`config.mk`:
```
export PLATFORM = sky130hd
export DESIGN_NAME = mouse_pos_sync
export DESIGN_NICKNAME = d
export VERILOG_FILES = /design/src/rtl/mouse_pos_sync.sv
export SDC_FILE = /design/constraint.sdc
export NUM_CORES = 1
export LEC_CHECK = 0
export ABC_AREA = 1
export BUFFER_PORTS_ARGS = -buffer_cell sky130_fd_sc_hd__buf_2
export CAP_MARGIN = 20
export CORE_AREA = 2 2 88 90
export CTS_BUF_LIST = sky130_fd_sc_hd__clkbuf_8
export DETAILED_ROUTE_END_ITERATION = 16
export DIE_AREA = 0 0 90 92
export MAX_ROUTING_LAYER = met4
export PLACE_DENSITY_LB_ADDON = 0.08
export SETUP_SLACK_MARGIN = 0.2
export SLEW_MARGIN = 15
export SYNTH_ARGS = -nofsm -noshare
export SYNTH_HDL_FRONTEND = slang
export SYNTH_SLANG_ARGS = --single-unit
```
`constraint.sdc`:
```
create_clock -name clk -period 2.15 [get_ports clk]
set_clock_uncertainty 0.15 [all_clocks]
set_input_delay 0.43 -clock clk [delete_from_list [all_inputs] [get_ports clk]]
set_output_delay 0.43 -clock clk [all_outputs]
set_load 0.02 [all_outputs]
```
`src/rtl/mouse_pos_sync.sv`:
```
// Frame-synchronous cursor position register: clamps raw mouse coordinates, buffers
// the latest sample and commits it at the start of vertical blanking, with idle auto-hide.
module mouse_pos_sync #(
   parameter int HOR_MAX     = 799,
   parameter int VER_MAX     = 599,
   parameter int HIDE_FRAMES = 120
) (
   input  logic        clk,
   input  logic        rst,
   input  logic [11:0] mouse_xpos,
   input  logic [11:0] mouse_ypos,
   input  logic        mouse_valid,
   input  logic        vblnk,
   output logic [11:0] xpos_out,
   output logic [11:0] ypos_out,
   output logic        cursor_en,
   output logic        pos_update
);

   localparam logic [11:0] X_MAX    = 12'(HOR_MAX);
   localparam logic [11:0] Y_MAX    = 12'(VER_MAX);
   localparam logic [7:0]  HIDE_CNT = 8'(HIDE_FRAMES);

   typedef enum logic {
      IDLE    = 1'b0,
      PENDING = 1'b1
   } state_t;

   state_t      state;
   logic        vblnk_q;
   logic [11:0] bx;
   logic [11:0] by;
   logic [7:0]  idle_cnt;

   logic        vstart;
   logic [11:0] cx;
   logic [11:0] cy;
   logic        commit;
   logic [11:0] commit_x;
   logic [11:0] commit_y;
   logic        moved;
   logic [7:0]  idle_next;

   always_comb begin
      vstart = vblnk & ~vblnk_q;
      cx     = (mouse_xpos > X_MAX) ? X_MAX : mouse_xpos;
      cy     = (mouse_ypos > Y_MAX) ? Y_MAX : mouse_ypos;
   end

   // A fresh sample on the vstart cycle always beats the buffered one.
   always_comb begin
      commit    = vstart & (mouse_valid | (state == PENDING));
      commit_x  = mouse_valid ? cx : bx;
      commit_y  = mouse_valid ? cy : by;
      moved     = commit & ((commit_x != xpos_out) | (commit_y != ypos_out));
      idle_next = (idle_cnt >= HIDE_CNT) ? HIDE_CNT : idle_cnt + 8'd1;
   end

   always_ff @(posedge clk) begin
      if (rst) begin
         state      <= IDLE;
         vblnk_q    <= 1'b0;
         bx         <= '0;
         by         <= '0;
         idle_cnt   <= '0;
         xpos_out   <= '0;
         ypos_out   <= '0;
         cursor_en  <= 1'b1;
         pos_update <= 1'b0;
      end else begin
         vblnk_q    <= vblnk;
         pos_update <= commit;

         case (state)
            IDLE: begin
               if (mouse_valid && !vstart) begin
                  bx    <= cx;
                  by    <= cy;
                  state <= PENDING;
               end
            end
            PENDING: begin
               if (vstart) begin
                  state <= IDLE;
               end else if (mouse_valid) begin
                  bx <= cx;
                  by <= cy;
               end
            end
            default: state <= IDLE;
         endcase

         if (commit) begin
            xpos_out <= commit_x;
            ypos_out <= commit_y;
         end

         // Idle tracking only advances once per frame; a no-move commit is still idle.
         if (vstart) begin
            if (moved) begin
               idle_cnt  <= '0;
               cursor_en <= 1'b1;
            end else begin
               idle_cnt <= idle_next;
               if ((HIDE_CNT != 8'd0) && (idle_next == HIDE_CNT))
                  cursor_en <= 1'b0;
            end
         end
      end
   end

endmodule

```
# Yosys cells after proc, flatten, opt, wreduce, memory -nomap -nowiden
# Index checks and enable logic that the tools add are counted.
# W data, S select, Z words.
[op_classes] n_eq_ne=5 muxes=17 add_sub_neg=1 reduce_logical=5 n_lt_le_gt_ge=3 bitwise=7
[ops] operator="$mux W12" n=8
[ops] operator="$pmux W12 S2" n=2
[ops] operator="$gt A12 B10 Y1 const B" n=2
[ops] operator="$ne A12 B12 Y1" n=2
[ops] operator="$mux W8" n=2
[ops] operator="$add A8 B1 Y8 const B" n=1
[ops] operator="$eq A8 B7 Y1 const B" n=1
[ops] operator="$ge A8 B7 Y1 const B" n=1
[ops] operator="$mux W1" n=4
[ops] operator="$ne A2 B2 Y1 const B" n=2
[ops] operator="$reduce_and A2 Y1" n=2
[ops] operator="$and A1 B1 Y1" n=3
[ops] operator="$not A1 Y1" n=2
[ops] operator="$or A1 B1 Y1" n=2
[ops] operator="$pmux W1 S2" n=1
[ops] operator="$reduce_bool A2 Y1" n=1
[ops] operator="$logic_and A1 B1 Y1" n=1
[ops] operator="$logic_not A1 Y1" n=1
[word_totals] register_bits=60 word_cells=47

# Longest topological paths before layout
# Gate-level depths: netlist (run 1).
[depth] ltp_word=8 mapped_depth=17 mapped_depth_nobuf=16

# Least setup slack after synthesis (run 1)
# OpenSTA, ideal clock, no wires.
[synth_timing] path_type="in2reg" from="input port mouse_ypos[10]" to="register idle_cnt[2]" t_required_ps=1930 arrival_ps=1692 path_stages=15 path_slack_ps=238 cell_sequence="inv_1 nand2_1 nor2_2 nand2_2 nand2_4 buf_12 nand3_4 nand2_4 xor2_2 nand2_1 nor2_1 nand3_2 nand2_4 nand2_2 a21oi_2"
[synth_between] elab_chain_len=7
[synth_rtl] element="from (decl)" line_no="11" rtl="input logic [11:0] mouse_ypos,"
[synth_rtl] element="$gt A12 B10 Y1" line_no="47" rtl="cy = (mouse_ypos > Y_MAX) ? Y_MAX : mouse_ypos;"
[synth_rtl] element="$mux W12 *" line_no="47"
[synth_rtl] element="$mux W12 *"
[synth_rtl] element="$ne A12 B12 Y1 *" line_no="55" rtl="moved = commit & ((commit_x != xpos_out) | (commit_y != ypos_out));"
[synth_rtl] element="$or A1 B1 Y1 *" line_no="55"
[synth_rtl] element="$and A1 B1 Y1 *" line_no="55"
[synth_rtl] element="$mux W8 *" line_no="100" rtl="if (moved) begin"
[synth_rtl] element="to (signal assigned)" line_no="104" rtl="idle_cnt <= idle_next;"
[synth_rtl] element="to (decl)" line_no="33" rtl="logic [7:0] idle_cnt;"
# Every way passes the cells marked *; elsewhere a longest branch is shown, timed or not.
# A chain may end at the register's enable or synchronous reset.

# Worst setup path in the final report (run 1)
[layout_timing] from="input port mouse_ypos[10]" to="register idle_cnt[0]"
# The elaborated chain is that of the path after synthesis.

==> impl_metrics.tcl, run 1 <==
set metrics [dict create \
    status "complete, no violations" \
    startpoint_type "input pin" \
    crit_chain "buf_2 > inv_1 > nand2_2 > nor2_2 > nand2_2 > nand2_4 > buf_6 > nand3_4 > nand3_2 > nand2_1 > nor2_1 > nand2_1 > nor2_2 > nand3_2 > nand2_4 > nand2_2 > a21oi_2" \
    nets 645 \
    cts_tree "yes" \
    p_per_area_mw_per_mm2 623 \
    htree_levels 3 \
    io_pins 54 \
    slowest_delay_ps 150 \
    die_area_mm2 0.00828 \
    cts_hold_buf 0 \
    end_kind "flop" \
    syn2layout_area_growth_pct 28.5 \
    path_clk_slew_ps 70 \
    syn_inst 525 \
    cts_made_buffers 9 \
    rr_worst_depth 14 \
    firstDrtPassIters 4 \
    peakVddDrop_uv 427 \
    slew_headroom 0.698 \
    drc 0 \
    whs_ps 185 \
    required_ps 2280 \
    ff2ff_setup_slack_ps 280 \
    die_w_um 90 \
    synth_warnings 0 \
    finalSetupViolCount 0 \
    syn_nets 555 \
    power.leakage_nw 2.06 \
    ys_ff_latch 60 \
    seq_area_frac_synth 0.337 \
    cts_sinks 60 \
    grt_pass1_vias 3465 \
    max_freq_ghz 0.524 \
    grt_max_degree 32 \
    grt_use_total 0.244 \
    hpwlAfterDp_um 6660 \
    postSynthAreaPerCell_um2 6.79 \
    place_congestion 0.838 \
    hold_viol_final 0 \
    rsz0062_at_grt "true" \
    maxCapViolations 0 \
    async_flop_share 0 \
    cp_top_family "simple AND/OR/NAND/NOR gates" \
    place_ws_ps -108 \
    core_area_mm2 0.00745 \
    drv_slew 0 \
    utilization 0.615 \
    period_needed_ps 1910 \
    crit_arrival_ps 2030 \
    wl_um 9950 \
    row_count 32 \
    cp-startpoint "mouse_ypos[10]" \
    cp_common_cell "nand2_2" \
    critPathSlowestCell "nand2_4" \
    antenna_found_initial 0 \
    die_y_um 92 \
    floorplan.initialDensity 0.479 \
    worst_slew_pin_slew_ps 452 \
    drtIter0Drc 209 \
    crit_type "input pin to flop" \
    grt_pass1_wl_um 16000 \
    root_buffer "clkbuf_8" \
    num_vias 3743 \
    path_depth 17 \
    clock_latency_ps 350 \
    yosys_most_used_dff "dfxtp_1" \
    netlist_area_mm2 0.00357 \
    layout-drive-gt1-share 0.321 \
    min_path_type "input pin to flop" \
    r2r-end "idle_cnt[0]" \
    fin_crit_sh 0.887 \
    synth.distinct_cells 42 \
    wl_per_cell_um 13.8 \
    cts_buffer_depth 2 \
    r2r-start "xpos_out[11]" \
    io_buffers 53 \
    viasPerCell 5.18 \
    synth_edf_count 0 \
    critical_path_peak_fanout 8 \
    antenna_left 0 \
    diodes 0 \
    worst_slack_ps 243 \
    crit_buf_inv 3 \
    grt_overflow_total 0 \
    crit_end "idle_cnt[0]" \
    placed_area_mm2 0.00421 \
    postLayoutCellArea_mm2 0.00458 \
]
## layout by cell type (no fill, tap or decap), types with 2 or more instances in the layout
cell type,Yosys,routed
nand2_1,116,111
dfxtp_1,60,58
inv_1,55,52
o21ai_0,48,48
buf_4,2,47
buf_2,2,47
nor2_1,39,37
nand3_1,39,34
a21oi_1,33,33
a31oi_1,18,18
nand2_2,13,17
clkbuf_8,0,11
or2_2,10,10
nor2_2,7,7
nand3_2,4,7
a21oi_2,7,7
inv_2,4,6
nand3b_1,6,6
buf_6,2,6
nand2_4,5,5
nand3_4,3,5
nand4_1,5,5
nor3_1,4,4
nor2_4,1,3
o21ai_2,2,3
clkinvlp_4,0,3
o211ai_1,2,2
o21ai_1,3,2
clkinv_1,2,2
xor2_2,2,2
ha_1,2,2
dfxtp_2,0,2
buf_12,1,2
## cells in the mapped netlist (6+ instances only)
cell type / count / share of area
a31oi_1: 18 / 0.032
nand3_1: 39 / 0.055
clkbuf_1: 17 / 0.018
inv_1: 55 / 0.058
nand2_2: 13 / 0.023
nand2_1: 116 / 0.12
nor2_1: 39 / 0.041
a21oi_2: 7 / 0.017
nand3b_1: 6 / 0.013
dfxtp_1: 60 / 0.34
o21ai_0: 48 / 0.067
a21oi_1: 33 / 0.046
or2_2: 10 / 0.018
nor2_2: 7 / 0.012
## report_power, final
part / switching (mW) / internal [mW] / total, mW
Sequential: 0.0526 / 1.18 / 1.23
Combinational: 0.389 / 0.262 / 0.651
Clock: 0.488 / 0.480 / 0.969
Total: 0.930 / 1.92 / 2.85
## final cells by class
class,instances,area [um2]
inverter,61,234
multi-input combinational,379,2090
clock buffer,11,151
clock inverter,5,36.3
tap,102,128
timing repair buffer,104,736
fill,715,2870
sequential,60,1200
## per-layer routing
metal	up-vias	GRT usage	routed length, um
met1	1718	0.313	4600
met2	112	0.394	4710
met3	13	0.0345	471
met5	-	-	0
met4	0	0.0885	170
li1	1900	-	-
## worst min path at each step
| stage | from | to | slack, ps | cells past startpoint |
|---|---|---|---|---|
| global route | vblnk | vblnk_q | 200 | 3 |
| floorplan | idle_cnt[7] | idle_cnt[7] | 290 | 2 |
| finish | vblnk | vblnk_q | 180 | 3 |
| global placement | by[10] | by[10] | 300 | 2 |
| CTS | vblnk | vblnk_q | 180 | 3 |
| detailed placement | bx[10] | bx[10] | 310 | 2 |
## registers in the layout, indices dropped and copies added, names as in the netlist, 8 cells and up
register and flops:
bx 12, by 12, xpos_out 12, ypos_out 12, idle_cnt 8
## timing repair
item / 4_1_cts / 5_1_grt
endpoints found under the setup margin: 0 / 8
setup buffers: 0 / 2
gates resized for setup: 0 / 37
## stage by stage
step,total power [mW],cells,TNS (ps)
final,2.85,722,0
after floorplan,1.64,525,0
after global placement,1.85,703,-479
after detailed placement,1.86,703,-766
after CTS,2.83,719,0
after global routing,2.99,722,0
## logic make-up (layout without fill, tap and decap cells)
logic type | Yosys count | after routing | synth area share
buffers and inverters | 86 | 181 | 0.102
and+or+nand+nor | 254 | 254 | 0.346
xor gates and xnor gates | 4 | 4 | 0.0140
AOI/OAI and AO/OA | 119 | 119 | 0.194
DFF | 60 | 60 | 0.337
adders and majority gates | 2 | 2 | 0.00702
## worst min-delay path, delay by kind of cell
kind	cells	cell delay, ps
buffers and inverters	2	120
AND/OR/NAND/NOR	1	90
Note: power is estimated with default switching activity, not from simulation.
==> run 2, diff against run 1 <==
--- a/config.mk
+++ b/config.mk
@@ -8,10 +8,10 @@
 export ABC_AREA = 1
 export BUFFER_PORTS_ARGS = -buffer_cell sky130_fd_sc_hd__buf_2
 export CAP_MARGIN = 20
-export CORE_AREA = 2 2 88 90
+export CORE_AREA = 2 2 104 106
 export CTS_BUF_LIST = sky130_fd_sc_hd__clkbuf_8
 export DETAILED_ROUTE_END_ITERATION = 16
-export DIE_AREA = 0 0 90 92
+export DIE_AREA = 0 0 106 108
 export MAX_ROUTING_LAYER = met4
 export PLACE_DENSITY_LB_ADDON = 0.08
 export SETUP_SLACK_MARGIN = 0.2
==> constraint.sdc (replaced) <==
create_clock -name clk -period 1.7 [get_ports clk]
set_clock_uncertainty 0.15 [all_clocks]
set_input_delay 0.34 -clock clk [delete_from_list [all_inputs] [get_ports clk]]
set_output_delay 0.34 -clock clk [all_outputs]
set_load 0.02 [all_outputs]
==> impl_metrics.tcl, run 2 (synthesis results as in run 1) <==
set metrics [dict create \
    cts_tree "yes" \
    htree_levels 3 \
    power_frac_comb 0.259 \
    share_seq_of_total_power 0.408 \
    row_count 37 \
    root_buffer "clkbuf_8" \
    whs_ps 61.4 \
    p_int_mw 2.61 \
    firstDrtPassIters 4 \
    grt_use_total 0.201 \
    finalSetupViolCount 8 \
    die_w_um 106 \
    hpwlAfterDp_um 7340 \
    place_congestion 0.817 \
    critical_path_peak_fanout 8 \
    syn2layout_area_growth_pct 44.7 \
    cts_sinks 60 \
    drv_slew 0 \
    final_cell_mix "nand2_1 (110), buf_4 (93), dfxtp_1 (52), buf_2 (52), inv_1 (50)" \
    diodes 0 \
    clock_latency_ps 350 \
    cts_made_buffers 9 \
    io_pins 54 \
    required_ps 1840 \
    floorplan.initialDensity 0.349 \
    grt_pass1_vias 3678 \
    num_vias 3858 \
    slew_headroom 0.699 \
    rsz0062_at_grt "true" \
    drtIter0Drc 121 \
    worst_slack_ps -212 \
    io_buffers 53 \
    status "finished with violations" \
    violations "setup timing" \
    max_freq_ghz 0.523 \
    drc 0 \
    core_area_mm2 0.0102 \
    fin_crit_sh 1.12 \
    nets 701 \
    period_needed_ps 1910 \
    startpoint_type "flop" \
    place_ws_ps -609 \
    grt_max_degree 25 \
    end_kind "flop" \
    final_common_cell "nand2_1" \
    worst_slew_pin_slew_ps 447 \
    min_path_type "input pin to flop" \
    grt_overflow_total 0 \
    swShare 0.316 \
    tns_ps -1570 \
    ff2ff_setup_slack_ps -210 \
    crit_type "flop to flop" \
    wl_um 10700 \
    maxCapViolations 0 \
    cts_buffer_depth 2 \
    peakVddDrop_uv 363 \
    antenna_left 0 \
    die_area_mm2 0.0114 \
    power_switching_mw 1.21 \
    wl_per_cell_um 13.2 \
    hold_viol_final 0 \
    p_per_area_mw_per_mm2 740 \
    path_clk_slew_ps 70 \
    crit_arrival_ps 2050 \
    grt_pass1_wl_um 17700 \
    die_y_um 108 \
    layout-drive-gt1-share 0.416 \
    cts_hold_buf 0 \
    antenna_found_initial 0 \
    viasPerCell 4.76 \
    pwr-share-clk 0.333 \
    power.leakage_nw 2.38 \
]
==> run 2: through the flow <==
| step | utilization | power [mW] | instances | instance area [um2] |
|---|---|---|---|---|
| after CTS | 0.481 | 3.77 | 805 | 4920 |
| after floorplan | - | 2.10 | 525 | 3650 |
| after detailed placement | 0.456 | 2.47 | 784 | 4660 |
| after global placement | 0.456 | 2.46 | 784 | 4660 |
| after global routing | 0.504 | 4.03 | 811 | 5160 |
| final | 0.504 | 3.82 | 811 | 5160 |
==> run 2: routing by layer <==
metal	routed length (um)	vias to the layer above	global-route usage
met5	0	-	-
met4	190	0	0.0780
met3	347	13	0.0253
met2	4940	63	0.320
met1	5220	1758	0.262
li1	-	2024	-
==> run 2: power by group through the flow <==
stage | Clock, mW | Sequential [mW] | Combinational [mW]
finish | 1.27 | 1.56 | 0.988
global route | 1.36 | 1.57 | 1.09
CTS | 1.30 | 1.56 | 0.913
detailed placement | 0 | 1.59 | 0.885
global placement | 0 | 1.58 | 0.877
floorplan | 0 | 1.62 | 0.478
==> run 2: timing repair <==
action / 4_1_cts / 5_1_grt
cloned: 1 / 2
gates resized for setup: 8 / 56
endpoints found under the setup margin: 29 / 31
pin swaps: 4 / 21
buffers inserted: 5 / 4
==> run 2: cell type report <==
class                           instances  area, um2
Timing Repair inverter                  1       6.26
Tap cell                              136        170
Sequential cell                        60       1210
Inverter                               61        251
Clock buffer                           13        179
Clock inverter                          2       8.76
Fill cell                            1045       5070
Timing Repair Buffer                  158       1170
Multi-Input combinational cell        380       2160
==> run 2: path summary, 6_finish.rpt <==
kind                              startpoint          end  cells past startpoint
worst min-delay path                   vblnk      vblnk_q                      3
worst max register to register  xpos_out[11]  idle_cnt[1]                     14
worst min register to register        bx[10]       bx[10]                      2
worst max-delay path            xpos_out[11]  idle_cnt[1]                     14
==> run 2: worst max-delay path, stage by stage, from the launching register on <==
cell,delay [ps]
dfxtp_1,360
inv_1,50
nand3_1,60
nand2_1,60
nor2_2,90
nand3_1,80
nor2_1,100
nand2_1,100
nor2_2,110
nand3_1,80
nor2_2,120
nand3_2,120
nand2_4,160
nand2_2,70
a21oi_2,120
==> run 3, diff against run 2 <==
--- a/config.mk
+++ b/config.mk
@@ -8,10 +8,11 @@
 export ABC_AREA = 1
 export BUFFER_PORTS_ARGS = -buffer_cell sky130_fd_sc_hd__buf_2
 export CAP_MARGIN = 20
-export CORE_AREA = 2 2 104 106
+export CORE_AREA = 8 8 110 112
 export CTS_BUF_LIST = sky130_fd_sc_hd__clkbuf_8
 export DETAILED_ROUTE_END_ITERATION = 16
-export DIE_AREA = 0 0 106 108
+export DIE_AREA = 0 0 118 120
+export GPL_TIMING_DRIVEN = 0
 export MAX_ROUTING_LAYER = met4
 export PLACE_DENSITY_LB_ADDON = 0.08
 export SETUP_SLACK_MARGIN = 0.2
==> impl_metrics.tcl, run 3 (synthesis results as in run 1) <==
set metrics [dict create \
    finalSetupViolCount 8 \
    violations "setup timing" \
    grt_overflow_total 0 \
    r2r-end "idle_cnt[0]" \
    power_frac_comb 0.222 \
    drv_slew 0 \
    fill_cells 1076 \
    holdPathStages 3 \
    worst_slew_pin_slew_ps 718 \
    cp-startpoint "xpos_out[11]" \
    final_cells 748 \
    antenna_found_initial 0 \
    core_area_mm2 0.0105 \
    row_count 38 \
    cts_made_buffers 9 \
    floorplan.initialDensity 0.339 \
    path_depth 14 \
    period_needed_ps 1920 \
    swShare 0.310 \
    wl_um 11900 \
    drtIter0Drc 153 \
    rsz0062_at_grt "true" \
    maxCapViolations 0 \
    cts_buffer_depth 2 \
    syn2layout_area_growth_pct 32.7 \
    startpoint_type "flop" \
    route.met2.wl_um 5780 \
    htree_levels 3 \
    cts_sinks 60 \
    peakVddDrop_uv 483 \
    grt_pass1_vias 3638 \
    die_y_um 120 \
    end_kind "flop" \
    power_switching_mw 1.27 \
    diodes 0 \
    nets 633 \
    ff2ff_setup_slack_ps -220 \
    critPathSlowestCell "dfxtp_2" \
    final_common_cell "nand2_1" \
    holdCritStartpoint "vblnk" \
    io_buffers 53 \
    hpwlAfterDp_um 8060 \
    num_vias 3733 \
    route.met3.wl_um 470 \
    hold_end "vblnk_q" \
    crit_chain "inv_1 > nand3_1 > nand2_1 > nor2_1 > nand3_1 > nor2_1 > nand2_1 > nor2_2 > nand3_2 > nor2_2 > nand3_2 > nand2_4 > nand2_2 > a21oi_2" \
    root_buffer "clkbuf_8" \
    pwr-share-clk 0.395 \
    p_int_mw 2.82 \
    cp_top_family "simple AND/OR/NAND/NOR gates" \
    crit_type "flop to flop" \
    drc 0 \
    grt_use_total 0.172 \
    min_path_type "input pin to flop" \
    status "finished with violations" \
    die_w_um 118 \
    required_ps 1830 \
    firstDrtPassIters 5 \
    max_freq_ghz 0.522 \
    dp_cells 718 \
    io_pins 54 \
    crit_buf_inv 1 \
    path_clk_slew_ps 80 \
    r2r-start "xpos_out[11]" \
    whs_ps 57.7 \
    layout-drive-gt1-share 0.349 \
    place_congestion 0.840 \
    antenna_left 0 \
    cts_tree "yes" \
    p_per_area_mw_per_mm2 864 \
    viasPerCell 4.99 \
    clock_latency_ps 360 \
    share_seq_of_total_power 0.382 \
    power.leakage_nw 2.06 \
    crit_arrival_ps 2050 \
    final_cell_mix "nand2_1 (111), buf_2 (55), dfxtp_1 (52)" \
    rr_worst_depth 14 \
    met1_length_um 5360 \
    grt_max_degree 12 \
    slowest_delay_ps 360 \
    die_area_mm2 0.0142 \
    fin_crit_sh 1.13 \
    wl_per_cell_um 15.9 \
    worst_slack_ps -217 \
    critical_path_peak_fanout 8 \
    grt_pass1_wl_um 18600 \
    top_layer "met4" \
    hold_viol_final 0 \
    slew_headroom 0.521 \
]
[run 3: worst register-to-register path: cells and delay by family (launching register included)]
| kind | cells | cell delay, ps |
|---|---|---|
| buffers and inverters | 1 | 40 |
| and+or+nand+nor | 12 | 1170 |
| DFF | 1 | 360 |
| AOI/OAI and AO/OA | 1 | 120 |
[run 3: worst max-delay path by stage]
| stage | end | slack (ps) |
|---|---|---|
| after floorplan | idle_cnt[0] | -100 |
| after global placement | idle_cnt[0] | -620 |
| after detailed placement | idle_cnt[0] | -630 |
| after CTS | idle_cnt[0] | -270 |
| after global routing | idle_cnt[0] | -350 |
| final | idle_cnt[0] | -220 |
[run 3: layout make-up]
type	count	area, um2	share of cell area
plain buffers	25	251	0.0532
clock buffers	9	124	0.0262
clock inverters	7	115	0.0243
inverters	61	262	0.0553
multi-input cells	379	2140	0.453
flip-flops and latches	60	1210	0.256
well taps	140	175	0.0370
repair buffers	66	442	0.0934
repair inverters	1	6.26	0.00132
[run 3: power groups by stage]
stage               Clock (mW)  Combinational [mW]  Sequential [mW]
detailed placement           0               0.766             1.59
floorplan                    0               0.478             1.62
CTS                       1.63               0.834             1.56
finish                    1.62               0.909             1.56
global placement             0               0.762             1.58
global route              1.70               0.985             1.57
[run 3: what timing repair did]
action,4_1_cts,5_1_grt
setup buffers,7,4
pin swaps,10,7
endpoints found under the setup margin,57,51
gates resized for setup,40,54
gates cloned,2,1
hold buffers,0,0
[run 3: per-stage QoR]
stage	util	setup slack [ps]	power [mW]	instance area [um2]	setup TNS (ps)
after floorplan	-	-103	2.10	3650	-673
after global placement	0.390	-620	2.35	4100	-17130
after detailed placement	0.390	-634	2.35	4100	-17120
after CTS	0.431	-268	4.02	4530	-2020
after global routing	0.450	-351	4.26	4730	-2700
final	0.450	-217	4.09	4730	-1570
[run 3: per-layer routing]
layer | vias up | track usage
li1 | 1890 | -
met1 | 1752 | 0.198
met3 | 18 | 0.0352
met4 | 0 | 0.0801
met2 | 73 | 0.284
met5 | - | -
